==> src/rtl/vga_pkg.sv <==
// Shared definitions for the VGA/host video RAM arbiter: default widths,
// pipeline tag encoding and the arbitration grant type.
package vga_pkg;

    localparam int ADDR_W_DEF        = 13;
    localparam int DATA_W_DEF        = 8;
    localparam int HOST_MAX_WAIT_DEF = 15;

    typedef enum logic [1:0] {
        TAG_NONE = 2'd0,
        TAG_DISP = 2'd1,
        TAG_HOST = 2'd2
    } tag_t;

    typedef enum logic [1:0] {
        GNT_NONE,
        GNT_SKID,
        GNT_DISP,
        GNT_HOST
    } grant_t;

endpackage

==> src/rtl/vga_skid1.sv <==
// One-entry display address buffer: holds a fetch deferred by a forced host
// grant until it can be issued on the following cycle.
module vga_skid1
    import vga_pkg::*;
#(
    parameter int ADDR_W = ADDR_W_DEF
) (
    input  logic              clk50,
    input  logic              reset,
    input  logic              load,
    input  logic              pop,
    input  logic [ADDR_W-1:0] load_addr,
    output logic              occupied,
    output logic [ADDR_W-1:0] addr,
    output logic              overflow
);

    // A load against a full entry is dropped; the caller records it as overrun.
    assign overflow = load & occupied;

    always_ff @(posedge clk50 or posedge reset) begin
        if (reset) begin
            occupied <= 1'b0;
            addr     <= '0;
        end else if (load && !occupied) begin
            occupied <= 1'b1;
            addr     <= load_addr;
        end else if (pop) begin
            occupied <= 1'b0;
        end
    end

endmodule

==> src/rtl/vga_vram_arbiter.sv <==
// Single-port video RAM arbiter: display fetch has priority, the host port is
// forced through after HOST_MAX_WAIT lost cycles, results return after 2 cycles.
module vga_vram_arbiter
    import vga_pkg::*;
#(
    parameter int ADDR_W        = ADDR_W_DEF,
    parameter int DATA_W        = DATA_W_DEF,
    parameter int HOST_MAX_WAIT = HOST_MAX_WAIT_DEF
) (
    input  logic              clk50,
    input  logic              reset,
    input  logic              disp_req,
    input  logic [ADDR_W-1:0] disp_addr,
    output logic              disp_valid,
    output logic [DATA_W-1:0] disp_data,
    output logic              disp_overrun,
    input  logic              host_req,
    input  logic              host_we,
    input  logic [ADDR_W-1:0] host_addr,
    input  logic [DATA_W-1:0] host_wdata,
    output logic              host_ack,
    output logic [DATA_W-1:0] host_rdata,
    output logic              mem_en,
    output logic              mem_we,
    output logic [ADDR_W-1:0] mem_addr,
    output logic [DATA_W-1:0] mem_wdata,
    input  logic [DATA_W-1:0] mem_rdata
);

    localparam int WAIT_W = $clog2(HOST_MAX_WAIT + 2);
    localparam logic [WAIT_W-1:0] WAIT_MAX = WAIT_W'(HOST_MAX_WAIT);

    grant_t            grant;
    tag_t              tag1, tag2;
    logic              host_busy;
    logic [WAIT_W-1:0] wait_cnt;
    logic              host_elig, forced;
    logic              skid_load, skid_occ, skid_overflow;
    logic [ADDR_W-1:0] skid_addr;

    assign host_elig = host_req & ~host_busy;
    assign forced    = host_elig & ~skid_occ & (wait_cnt == WAIT_MAX);

    always_comb begin
        grant = GNT_NONE;
        if (skid_occ)
            grant = GNT_SKID;
        else if (forced)
            grant = GNT_HOST;
        else if (disp_req)
            grant = GNT_DISP;
        else if (host_elig)
            grant = GNT_HOST;
    end

    // Any fetch that cannot issue now is offered to the skid; if it is
    // already holding an entry the offer overflows and the fetch is lost.
    assign skid_load = disp_req & (skid_occ | forced);

    vga_skid1 #(
        .ADDR_W(ADDR_W)
    ) u_skid (
        .clk50    (clk50),
        .reset    (reset),
        .load     (skid_load),
        .pop      (grant == GNT_SKID),
        .load_addr(disp_addr),
        .occupied (skid_occ),
        .addr     (skid_addr),
        .overflow (skid_overflow)
    );

    always_ff @(posedge clk50 or posedge reset) begin
        if (reset) begin
            mem_en       <= 1'b0;
            mem_we       <= 1'b0;
            mem_addr     <= '0;
            mem_wdata    <= '0;
            tag1         <= TAG_NONE;
            tag2         <= TAG_NONE;
            host_busy    <= 1'b0;
            wait_cnt     <= '0;
            disp_overrun <= 1'b0;
        end else begin
            unique case (grant)
                GNT_SKID: begin
                    mem_en   <= 1'b1;
                    mem_we   <= 1'b0;
                    mem_addr <= skid_addr;
                    tag1     <= TAG_DISP;
                end
                GNT_DISP: begin
                    mem_en   <= 1'b1;
                    mem_we   <= 1'b0;
                    mem_addr <= disp_addr;
                    tag1     <= TAG_DISP;
                end
                GNT_HOST: begin
                    mem_en   <= 1'b1;
                    mem_we   <= host_we;
                    mem_addr <= host_addr;
                    if (host_we)
                        mem_wdata <= host_wdata;
                    tag1     <= TAG_HOST;
                end
                default: begin
                    mem_en <= 1'b0;
                    mem_we <= 1'b0;
                    tag1   <= TAG_NONE;
                end
            endcase
            tag2 <= tag1;

            if (grant == GNT_HOST)
                host_busy <= 1'b1;
            else if (tag2 == TAG_HOST)
                host_busy <= 1'b0;

            if (!host_req || grant == GNT_HOST)
                wait_cnt <= '0;
            else if (host_elig && wait_cnt != WAIT_MAX)
                wait_cnt <= wait_cnt + 1'b1;

            if (skid_overflow)
                disp_overrun <= 1'b1;
        end
    end

    assign disp_valid = (tag2 == TAG_DISP);
    assign host_ack   = (tag2 == TAG_HOST);
    assign disp_data  = disp_valid ? mem_rdata : '0;
    assign host_rdata = host_ack   ? mem_rdata : '0;

endmodule

==> config.mk <==
export PLATFORM = sky130hd
export DESIGN_NAME = vga_vram_arbiter
export DESIGN_NICKNAME = d
export VERILOG_FILES = /design/src/rtl/vga_pkg.sv /design/src/rtl/vga_skid1.sv /design/src/rtl/vga_vram_arbiter.sv
export SDC_FILE = /design/constraint.sdc
export NUM_CORES = 1
export LEC_CHECK = 0
export CORE_MARGIN = 2
export CORE_UTILIZATION = 43
export CTS_CLUSTER_DIAMETER = 200
export DETAILED_ROUTE_END_ITERATION = 8
export PLACE_DENSITY = 0.9
export SLEW_MARGIN = 15
export SYNTH_ARGS = -nofsm -noshare
export SYNTH_HDL_FRONTEND = slang
export SYNTH_SLANG_ARGS = --single-unit
==> constraint.sdc <==
create_clock -name clk50 -period 3.4 [get_ports clk50]
set_input_delay 0.34 -clock clk50 [delete_from_list [all_inputs] [get_ports clk50]]
set_output_delay 0.34 -clock clk50 [all_outputs]
set_load 0.02 [all_outputs]
==> qor.yml <==
layout:
  fin_nets: 339
  drive_gt1_frac: 0.126
  final_common_cell: "clkdlybuf4s50_1"
  multiInputGateArea_um2: 963
  fillCellCount: 420
  final_cell_mix: "clkdlybuf4s50_1 (88), dfrtp_1 (48), nor2_1 (19)"
  area_growth_pct: 44.2
  design_area_um2: 3260
  antenna_cells: 0
  layout.cells.non_filler: 355
  seq_area_um2: 1200
placement:
  gp_congestion: 0.798
  dp.final_hpwl_um: 3790
  port-buffer-count: 88
  placedCellCount: 348
  place_area_um2: 3180
grt:
  grt_max_degree: 49
  grt_pass1_wl_um: 8850
  grt_use_met2: 0.324
  antenna_found_initial: 0
  grt.overflow.total: 0
  busiest_layer: "met2"
  grt_pass1_vias: 1884
  grt.met1_usage: 0.244
  grt_use_total: 0.189
  met3_usage: 0.0462
clock_network:
  cts_made_buffers: 5
  clk_pin_slew_ns: 0.08
  cts_tree: "done"
  htree_levels: 2
  root_buffer: "clkbuf_8"
  post_cts_buffers: 0
  ctsResizeCount: 0
  clk_latency_ns: 0.30
  cts_sinks: 48
  clockBufferDepth: 2
  ctsHoldBuffers: 0
worst_setup_path:
  required_ns: 3.59
  r2r-start: "wait_cnt[0]$_DFFE_PP0P_"
  crit_path_end_kind: "flip-flop"
  r2r_setup_slack_ns: 0.35
  crit_fanout: 17
  worstPathArrival_ns: 3.24
  critPathCapture: "wait_cnt[0]$_DFFE_PP0P_"
  path_cells: "ha_1, and3_1, ha_1, nand2b_1, a21oi_1, inv_1, ha_1, nand2b_1, nor2_1, mux2_2"
  slowest_delay_ns: 0.46
  critPathLaunch: "wait_cnt[0]$_DFFE_PP0P_"
  crit_path_frequent_cell: "ha_1"
  path_class: "flip-flop to flip-flop"
  start_kind: "flip-flop"
  cp_slowest_cell: "ha_1"
  r2r-end: "wait_cnt[0]$_DFFE_PP0P_"
  reg2regPathDepth: 10
status:
  status: "completed"
sta:
  finalCritPeriodShare: 0.898
  hold_ws_ns: 0.347
  slew_headroom: 0.354
  fmax_mhz: 327
  fin_crit_ns: 3.05
  hold_viol_final: 0
  final_max_slew_viol_count: 0
  final.setup.tns_ns: 0
  final-setup-viol-count: 0
  rsz0062_at_grt: "no"
  worst_pin_slew_ns: 0.967
  fin_skew_ns: 0.00488
synth:
  ys_seq_area_frac: 0.531
  syn_nets: 252
  synth_area_leaders: "dfrtp_1 (53%), mux2_2 (6.5%), mux2_4 (6.0%), and2_1 (4.4%), a22oi_1 (4.3%)"
  synth_edf_count: 0
  synth_flop_cell: "dfrtp_1"
  async_flop_share: 1.00
  synth_top_area_share: 0.531
  ys_ff_latch: 48
  yosysTopAreaCell: "dfrtp_1"
  synth.distinct_cells: 32
  netlist_instances: 198
  ys_warn_count: 0
  synth_area_um2: 2260
  avgSynthCellArea_um2: 11.4
die:
  rows: 26
  dieArea_um2: 5850
  fp.dieH_um: 76.5
  die_w_um: 76.5
  core_um2: 5070
  ioPinCount: 89
  start_util: 0.446
routing:
  dr_total_vias: 1807
  viasPerCell: 5.09
  routed_wl_um: 5220
  wire_per_inst_um: 14.7
  ant_nets: 0
  initialDrtViolationCount: 105
  remaining_drc_errors: 0
  drtPass1Iterations: 5
power:
  power_mw: 1.83
  leakagePower_nw: 1.45
  pwr_density_cell_nw_per_um2: 561
  peakVddDrop_v: 0.000250
run:
  maxCapViolCount: 0
worst_hold_path:
  hold_class: "flip-flop to flip-flop"
-- Yosys cell counts (all sizes together), types with 2 or more instances --
| cell | count |
|---|---|
| dfrtp | 48 |
| mux2 | 22 |
| nor2 | 19 |
| and2 | 16 |
| nand2 | 14 |
| a22oi | 13 |
| a31oi | 13 |
| inv | 8 |
| clkbuf | 7 |
| ha | 7 |
| nand2b | 4 |
| nor2b | 4 |
| buf | 3 |
| nand3 | 3 |
| o31ai | 3 |
| a21o | 2 |
| or2 | 2 |
-- final cells by class --
class | count | share of cell area
Clock inverter | 1 | 0.00154
Inverter | 9 | 0.0104
Timing Repair Buffer | 90 | 0.275
Multi-Input combinational cell | 131 | 0.296
Clock buffer | 6 | 0.0223
Tap cell | 70 | 0.0269
Sequential cell | 48 | 0.369
-- worst max-delay path: cells and delay by family (launching register included) --
kind / cells / cell delay (ns)
compound gates: 1 / 0.27
fa+ha+maj: 3 / 0.89
buf+inv: 1 / 0.14
flops: 1 / 0.41
simple gates: 4 / 0.87
mux: 1 / 0.37
-- stage by stage --
step                utilization  worst slack [ns]
CTS                       0.642             0.335
detailed placement        0.627             0.379
floorplan                     -             0.779
global route              0.642             0.143
global placement          0.627             0.510
finish                    0.642             0.346
-- per-layer routing --
metal  share of wire  wire (um)
met1            0.43       2270
met2            0.50       2640
met3           0.049        258
met4           0.011         59
met5               0          0
-- registers in the layout, indices dropped and copies added, names as in the netlist --
register,flops
disp_overrun,1
host_busy,1
mem_addr,13
mem_en,1
mem_wdata,8
mem_we,1
tag1,2
tag2,2
u_skid.addr,13
u_skid.occupied,1
wait_cnt,5
-- how the worst min path moves through the flow --
stage                      start                 to  depth (start not counted)
2_1_floorplan  tag1[0]$_DFF_PP0_  tag2[0]$_DFF_PP0_                          0
3_3_place_gp   tag1[1]$_DFF_PP0_  tag2[1]$_DFF_PP0_                          0
3_5_place_dp   tag1[1]$_DFF_PP0_  tag2[1]$_DFF_PP0_                          0
4_1_cts        tag1[1]$_DFF_PP0_  tag2[1]$_DFF_PP0_                          0
5_1_grt        tag1[1]$_DFF_PP0_  tag2[1]$_DFF_PP0_                          0
6_report       tag1[1]$_DFF_PP0_  tag2[1]$_DFF_PP0_                          0
-- logic make-up (layout without fill, tap and decap cells) --
kind of cell | count (synthesis) | count (layout) | share of synthesized area
AO/OA/AOI/OAI | 37 | 37 | 0.115
buffers and inverters | 19 | 106 | 0.0426
multiplexers | 22 | 22 | 0.125
flip-flops | 48 | 48 | 0.531
adder cells (fa/ha/maj) | 7 | 7 | 0.0387
AND/OR/NAND/NOR | 65 | 65 | 0.148
-- power breakdown --
part           internal, mW  switching (mW)
clock network         0.140           0.176
logic                 0.372           0.370
registers             0.694          0.0755
total                  1.21           0.622
(Power assumes the default switching activity.)
